==> src/rtl/runner_pkg.sv <==
// Shared definitions for the runner game: FSM state encoding and screen geometry.
package runner_pkg;

  typedef enum logic [1:0] {
    ST_IDLE = 2'd0,
    ST_PLAY = 2'd1,
    ST_HIT  = 2'd2,
    ST_OVER = 2'd3
  } state_t;

  localparam int unsigned SCREEN_W    = 640;
  localparam int unsigned SCREEN_H    = 480;
  localparam int unsigned BLOCK_LINES = 16;

endpackage

==> src/rtl/frame_tick_detect.sv <==
// Two-flop rising-edge detector on the frame update level; one-clk pulse out.
module frame_tick_detect (
  input  logic clk,
  input  logic rst,
  input  logic update,
  output logic tick
);

  logic u1;
  logic u2;

  always_ff @(posedge clk or posedge rst) begin
    if (rst) begin
      u1 <= 1'b0;
      u2 <= 1'b0;
    end else begin
      u1 <= update;
      u2 <= u1;
    end
  end

  assign tick = u1 & ~u2;

endmodule

==> src/rtl/collision_monitor.sv <==
// Player/obstacle overlap accumulator and game-state FSM (lives, invulnerability, score).
// Optional anti-graze threshold and screen-region gate: define COLLISION_THRESHOLD_EN.
module collision_monitor
  import runner_pkg::*;
#(
  parameter int unsigned            LIVES_INIT    = 3,
  parameter int unsigned            INVULN_FRAMES = 30,
  parameter logic [BLOCK_LINES-1:0] BLOCK_MASK    = 16'h0007
) (
  input  logic                   clk,
  input  logic                   rst,
  input  logic [9:0]             xCount,
  input  logic [9:0]             yCount,
  input  logic [BLOCK_LINES-1:0] blocks,
  input  logic                   player,
  input  logic                   update,
  input  logic                   start,
  output logic [1:0]             state,
  output logic [1:0]             lives,
  output logic [15:0]            score,
  output logic                   hit_flash,
  output logic [BLOCK_LINES-1:0] collide_mask
);

  localparam logic [1:0] LIVES_LD  = 2'(LIVES_INIT);
  localparam logic [5:0] INVULN_LD = 6'(INVULN_FRAMES);

  logic                   tick;
  logic [BLOCK_LINES-1:0] term;
  logic [BLOCK_LINES-1:0] accMask;
  logic [BLOCK_LINES-1:0] frameMask;
  logic                   hitNow;

  state_t      stateQ, stateD;
  logic [1:0]  livesQ, livesD;
  logic [15:0] scoreQ, scoreD;
  logic [15:0] scoreInc;
  logic [5:0]  invulnQ, invulnD;
  logic        armedQ, armedD;
  logic        hitFlashQ;

  frame_tick_detect uTick (
    .clk    (clk),
    .rst    (rst),
    .update (update),
    .tick   (tick)
  );

`ifdef COLLISION_THRESHOLD_EN
  logic        inRegion;
  logic [11:0] pixCount;
  logic [11:0] frameCount;

  assign inRegion   = (xCount < 10'(SCREEN_W)) && (yCount < 10'(SCREEN_H));
  assign term       = {BLOCK_LINES{player & inRegion}} & blocks & BLOCK_MASK;
  // Count saturates so a long graze cannot wrap back under the threshold.
  assign frameCount = (pixCount == '1) ? pixCount : pixCount + {11'd0, |term};
  assign hitNow     = (|frameMask) && (frameCount >= 12'd16);

  always_ff @(posedge clk or posedge rst) begin
    if (rst) begin
      pixCount <= '0;
    end else if (tick) begin
      pixCount <= {11'd0, |term};
    end else begin
      pixCount <= frameCount;
    end
  end
`else
  logic unusedPos;

  assign unusedPos = ^{xCount, yCount};
  assign term      = {BLOCK_LINES{player}} & blocks & BLOCK_MASK;
  assign hitNow    = |frameMask;
`endif

  assign frameMask = accMask | term;

  // The tick-cycle pixel is reported with the closing frame but also seeds the next one.
  always_ff @(posedge clk or posedge rst) begin
    if (rst) begin
      accMask      <= '0;
      collide_mask <= '0;
    end else if (tick) begin
      accMask      <= term;
      collide_mask <= frameMask;
    end else begin
      accMask      <= frameMask;
    end
  end

  assign scoreInc = (scoreQ == '1) ? scoreQ : scoreQ + 16'd1;

  always_comb begin
    stateD  = stateQ;
    livesD  = livesQ;
    scoreD  = scoreQ;
    invulnD = invulnQ;
    armedD  = armedQ;
    case (stateQ)
      ST_IDLE: begin
        scoreD = '0;
        livesD = LIVES_LD;
        if (tick && start) stateD = ST_PLAY;
      end
      ST_PLAY: begin
        if (tick) begin
          if (hitNow) begin
            if (livesQ <= 2'd1) begin
              stateD = ST_OVER;
              livesD = '0;
              armedD = 1'b0;
            end else begin
              stateD  = ST_HIT;
              livesD  = livesQ - 2'd1;
              invulnD = INVULN_LD;
            end
          end else begin
            scoreD = scoreInc;
          end
        end
      end
      ST_HIT: begin
        if (tick) begin
          scoreD = scoreInc;
          if (invulnQ <= 6'd1) begin
            stateD  = ST_PLAY;
            invulnD = '0;
          end else begin
            invulnD = invulnQ - 6'd1;
          end
        end
      end
      ST_OVER: begin
        // Restart needs start seen low at one tick, then high at a later one.
        if (tick) begin
          if (!start) begin
            armedD = 1'b1;
          end else if (armedQ) begin
            stateD = ST_IDLE;
            scoreD = '0;
            livesD = LIVES_LD;
            armedD = 1'b0;
          end
        end
      end
      default: stateD = ST_IDLE;
    endcase
  end

  always_ff @(posedge clk or posedge rst) begin
    if (rst) begin
      stateQ    <= ST_IDLE;
      livesQ    <= LIVES_LD;
      scoreQ    <= '0;
      invulnQ   <= '0;
      armedQ    <= 1'b0;
      hitFlashQ <= 1'b0;
    end else begin
      stateQ    <= stateD;
      livesQ    <= livesD;
      scoreQ    <= scoreD;
      invulnQ   <= invulnD;
      armedQ    <= armedD;
      hitFlashQ <= (stateD == ST_HIT);
    end
  end

  assign state     = stateQ;
  assign lives     = livesQ;
  assign score     = scoreQ;
  assign hit_flash = hitFlashQ;

endmodule

==> config.mk <==
export PLATFORM = sky130hd
export DESIGN_NAME = collision_monitor
export DESIGN_NICKNAME = d
export VERILOG_FILES = /design/src/rtl/runner_pkg.sv /design/src/rtl/frame_tick_detect.sv /design/src/rtl/collision_monitor.sv
export SDC_FILE = /design/constraint.sdc
export NUM_CORES = 1
export LEC_CHECK = 0
export ABC_AREA = 0
export BUFFER_PORTS_ARGS = -buffer_cell sky130_fd_sc_hd__buf_2
export CAP_MARGIN = 20
export CORE_UTILIZATION = 45
export CTS_CLUSTER_SIZE = 25
export DETAILED_ROUTE_END_ITERATION = 16
export GPL_ROUTABILITY_DRIVEN = 0
export GPL_TIMING_DRIVEN = 0
export PLACE_DENSITY = 0.76
export SLEW_MARGIN = 20
export SYNTH_ARGS = -nofsm -noshare
export SYNTH_HDL_FRONTEND = slang
export SYNTH_SLANG_ARGS = --single-unit
==> constraint.sdc <==
create_clock -name clk -period 1.8 [get_ports clk]
set_clock_uncertainty 0.15 [all_clocks]
set_input_delay 0.18 -clock clk [delete_from_list [all_inputs] [get_ports clk]]
set_output_delay 0.18 -clock clk [all_outputs]
set_load 0.03 [all_outputs]
# Yosys cells after proc, flatten, opt, wreduce, memory -nomap -nowiden
# Index checks and enable logic that the tools add are counted.
[totals]
reg_bits = 62
inputBits = 41
elab_cells = 81
[op_classes]
add_sub_neg = 3
n_lt_le_gt_ge = 2
n_eq_ne = 14
muxes = 38
bitwise_logic = 4
reduce_logical = 10
[op_table]
columns = ["cell", "n"]
rows = [
  ["$mux W16", 8],
  ["$pmux W16 S4", 1],
  ["$mux W6", 5],
  ["$mux W2", 14],
  ["$ne A2 B2 Y1 const B", 9],
  ["$add A16 B1 Y16 const B", 1],
  ["$eq A16 B16 Y1 const B", 1],
  ["$or A16 B3 Y16", 1],
  ["$reduce_or A16 Y1", 1],
  ["$pmux W6 S2", 1],
  ["$reduce_and A6 Y1", 2],
  ["$reduce_and A5 Y1", 2],
  ["$pmux W2 S4", 1],
  ["$eq A2 B2 Y1 const B", 3],
  ["$le A6 B1 Y1 const B", 1],
  ["$mux W1", 6],
  ["$pmux W2 S3", 1],
  ["$sub A6 B1 Y6 const B", 1],
  ["$reduce_bool A2 Y1", 2],
  ["$and A3 B3 Y3", 1],
  ["$reduce_bool A3 Y1", 1],
  ["$eq A2 B1 Y1 const B", 1],
  ["$le A2 B1 Y1 const B", 1],
  ["$logic_not A2 Y1", 1],
  ["other kinds (5)", 5],
]

# Longest topological paths before layout
[depth]
word_depth = 7
mapped_depth = 9

# Cells and area by module
# Synthesis repeated with hierarchy kept, for this count alone.
[hier_totals]
cells_unflattened = 239
hier_area_um2 = 2188.3
[by_module_without_submodules]
columns = ["module", "n_inst", "cells_per_inst", "area_per_inst_um2", "seq_area_each_um2"]
rows = [
  ["collision_monitor", 1, 235, 2120.8, 853.3],
  ["frame_tick_detect", 1, 4, 67.6, 50.0],
]

# Worst setup path after synthesis
# No wires, ideal clock.
[synth_path]
path_kind = "reg-to-reg"
start = "reg scoreQ[0] (netlist: score[0])"
end = "reg scoreQ[14] (netlist: score[14])"
setup_time_ns = 0.140
t_arrival_ns = 1.996
setup_slack_ns = -0.486
stages_incl_launch_ff = 8
n_path_buf = 1
period_less_slack_ns = 2.286
cell_sequence = "dfrtp_1 ha_1 nand4_4 or3_1 buf_2 o31a_1 o21ai_1 o41ai_1"
[synth_via]
elab_chain_len = 5
word_cells_on_any_way = 7
[synth_rtl]
columns = ["item", "line_no", "rtl"]
rows = [
  ["start, declared", "collision_monitor.sv:36", "logic [15:0] scoreQ, scoreD;"],
  ["start signal, assigned", "collision_monitor.sv:162", "scoreQ <= scoreD;"],
  ["$add A16 B1 Y16 or $eq A16 B16 Y1 (tied branches)", "collision_monitor.sv:92", "assign scoreInc = (scoreQ == '1) ? scoreQ : scoreQ + 16'd1;"],
  ["$mux W16 *", "collision_monitor.sv:92", ""],
  ["$mux W16", "collision_monitor.sv:108", "if (hitNow) begin"],
  ["$mux W16", "collision_monitor.sv:107", "if (tick) begin"],
  ["$pmux W16 S4 *", "collision_monitor.sv:100", "case (stateQ)"],
]
# Every way passes the cells marked *; elsewhere a longest branch is shown, timed or not. The select of a mux whose other input is x is not followed.
# A chain may end at the register's enable or synchronous reset.

# Final worst setup path
[layout_path]
start = "reg stateQ[0] (netlist: state[0])"
end = "reg scoreQ[11] (netlist: score[11])"
[layout_via]
elab_chain_len = 3
word_cells_on_any_way = 12
[layout_rtl]
columns = ["item", "line_no", "rtl"]
rows = [
  ["start, declared", "collision_monitor.sv:34", "state_t stateQ, stateD;"],
  ["start signal, assigned", "collision_monitor.sv:160", "stateQ <= stateD;"],
  ["$eq A2 B1 Y1 or $eq A2 B2 Y1 (tied branches)", "collision_monitor.sv:100", ""],
  ["$ne A2 B2 Y1 (no source line)", "--", ""],
  ["$reduce_and A6 Y1 (no source line)", "--", ""],
]
# Parallel ways exist; a longest one is shown, timed or not.

==> flow_summary.ini <==
[logic_synthesis]
synth_edf_count = 0
synth_cell_types = 51
synth_top_area_share_pct = 38.3
yosysTopAreaCell = dfrtp_1
synth_flop_cell = dfrtp_1
synthCells = 238
ys_seq_elements = 36
ys_warn_count = 0
synth.area.top_cells = dfrtp_1 (38%), ha_1 (4.5%), o21ai_0 (4.5%)
avgSynthCellArea_um2 = 9.34
seq_area_frac_synth_pct = 40.7
async_flop_share_pct = 100
syn-cell-area_mm2 = 0.00222

[drt]
drc = 0
post_drt_via_cell_ratio = 5.47
wl_per_cell_um = 14.8
wl_um = 5820
drt-pass1-iter-count = 4
vias = 2157
ant_nets = 0
drtIter0Drc = 130

[global_routing]
overflow = 0
antenna_found_initial = 0
grt_pass1_vias = 1988
track_usage_pct = 23.0
grt_pass1_wl_um = 9360
grt_max_degree = 37

[floorplan]
die-area_mm2 = 0.00522
core_mm2 = 0.00472
rows = 25
die_height_um = 72.3
io_pins = 78
start_util_pct = 47.0
die_w_um = 72.3

[clock_tree]
clkLatencyLatePin_ns = 0.30
h-tree-depth = 2
clock_tree.buffer_depth = 2
cts_buffers = 5
cts.sinks = 36
clkTransAtPathRegs_ns = 0.08
cts_tree = built
clockRootBuffer = clkbuf_8

[power_and_ir_drop]
internal_power_uw = 2230
p_clk_share_pct = 15.1
max-vdd-ir-drop_uv = 601
comb_power_share_pct = 55.7
power.share.sequential_pct = 29.2
power_leakage_uw = 0.00151
p_switching_uw = 1750
p_sw_share_pct = 44.0
powerDensity_mw_per_mm2 = 1220
power.total_uw = 3980

[timing]
holdWs_ns = 0.0305
max_freq_ghz = 0.531
finalHoldViolCount = 0
slew_headroom_pct = 49.8
tightestPinTransition_ns = 0.752
rsz0062_at_grt = yes
slew_violations = 0
setup_violations = 16
fin_crit_sh_pct = 105
period_minus_slack_ns = 1.88
tns_ns = -0.681
worst_slack_ns = -0.0844

[setup_path]
start_kind = register
endpoint_kind = register
path_class = register to register
path_max_fanout = 8
worstPathRequired_ns = 1.86
cp.arrival_ns = 1.94

[final_layout]
antenna-diode-count = 0
final_cell_mix = buf_4 (48), buf_2 (33), dfrtp_1 (22), nand2_1 (16)
nets = 375
syn_to_final_growth_pct = 47.4
nFillCells = 350
final_common_cell = buf_4
drive_gt1_share_pct = 48.3

[place]
dp_hpwl_um = 3410
portBuffers = 31

[run]
cap_viol_max_count = 0

[worst_hold_path]
hold_path.class = primary input to register

[outcome]
failed_checks = negative setup slack
status = complete, but fails checks
[stage by stage]
stage	setup slack (ns)	cell area (um^2)	utilization (%)	instances
3_5_place_dp	-0.380	2600	55.0	348
2_1_floorplan	-0.216	2360	-	250
5_1_grt	-0.172	3270	69.3	394
4_1_cts	-0.0625	3070	64.9	385
3_3_place_gp	-0.368	2600	55.0	348
6_report	-0.0844	3270	69.3	394
[layout make-up]
class                   instances  area, um^2  area share, %
multi-input cells             183        1530           46.8
flip-flops and latches         36         918           28.0
repair buffers                 71         459           14.0
plain buffers                  18         145           4.43
clock buffers                   8        90.1           2.75
well taps                      67        83.8           2.56
inverters                      11        46.3           1.41
[flip-flops by register name (all words and copies together), names as in the netlist]
signal        cells
accMask           3
armedQ            1
collide_mask      3
hit_flash         1
invulnQ           6
lives             2
score            16
state             2
uTick.u1          1
uTick.u2          1
[cell usage after synthesis (6+ instances only)]
cell type and number:
a21oi_1 8, a22o_1 7, a31oi_1 7, buf_4 13
dfrtp_1 34, ha_1 8, inv_1 11, nand2_1 18
nor2_1 14, nor3_1 6, o21ai_0 20, o31ai_1 12
[routing by layer]
layer / GRT usage [%] / up-vias / wire length, um
met2: 37.7 / 58 / 2950
met3: 4.58 / 14 / 252
met5: 0 / - / 0
met4: 9.80 / 0 / 116
li1: - / 1044 / -
met1: 29.7 / 1041 / 2500
[power by group through the flow]
stage	logic, uW	registers, uW	clock network (uW)
after floorplan	981	1330	0
after global placement	1500	1170	0
after detailed placement	1520	1170	0
after CTS	2020	1150	611
after global routing	2410	1190	642
final	2220	1160	602
[logic make-up after synthesis]
family	Yosys count	synth area share (%)
AO/OA/AOI/OAI	80	25.1
adder cells (fa/ha/maj)	8	4.50
buffers and inverters	31	7.60
flip-flops	36	40.7
multiplexers	1	0.507
other	1	0.169
AND/OR/NAND/NOR	81	21.5
[path summary, 6_finish.rpt]
kind | startpoint | end | slack [ns] | cells past startpoint
max | state[0] | score[11] | -0.08 | 6
min reg2reg | collide_mask[2] | collide_mask[2] | 0.33 | 2
min in group asynchronous | rst | score[13] | 0.42 | 3
max in group asynchronous | rst | invulnQ[3] | 0.54 | 3
max reg2reg | state[0] | score[11] | -0.08 | 6
min | blocks[2] | accMask[2] | 0.03 | 2
[worst max-delay path, cell delays in order (launching register included)]
cell	delay [ns]
dfrtp_2	0.45
buf_4	0.16
ha_4	0.18
a21oi_4	0.15
o21ai_4	0.12
or4_1	0.51
o21ai_1	0.08
[repair_timing]
action / in CTS / in global routing
gates cloned: 1 / 1
hold buffers: 2 / 0
buffers inserted: 26 / 10
gates resized for setup: 35 / 32
hold endpoints to repair: 35 / 0
pin swaps: 14 / 23
setup endpoints to repair: 25 / 25
(Power assumes the default switching activity.)
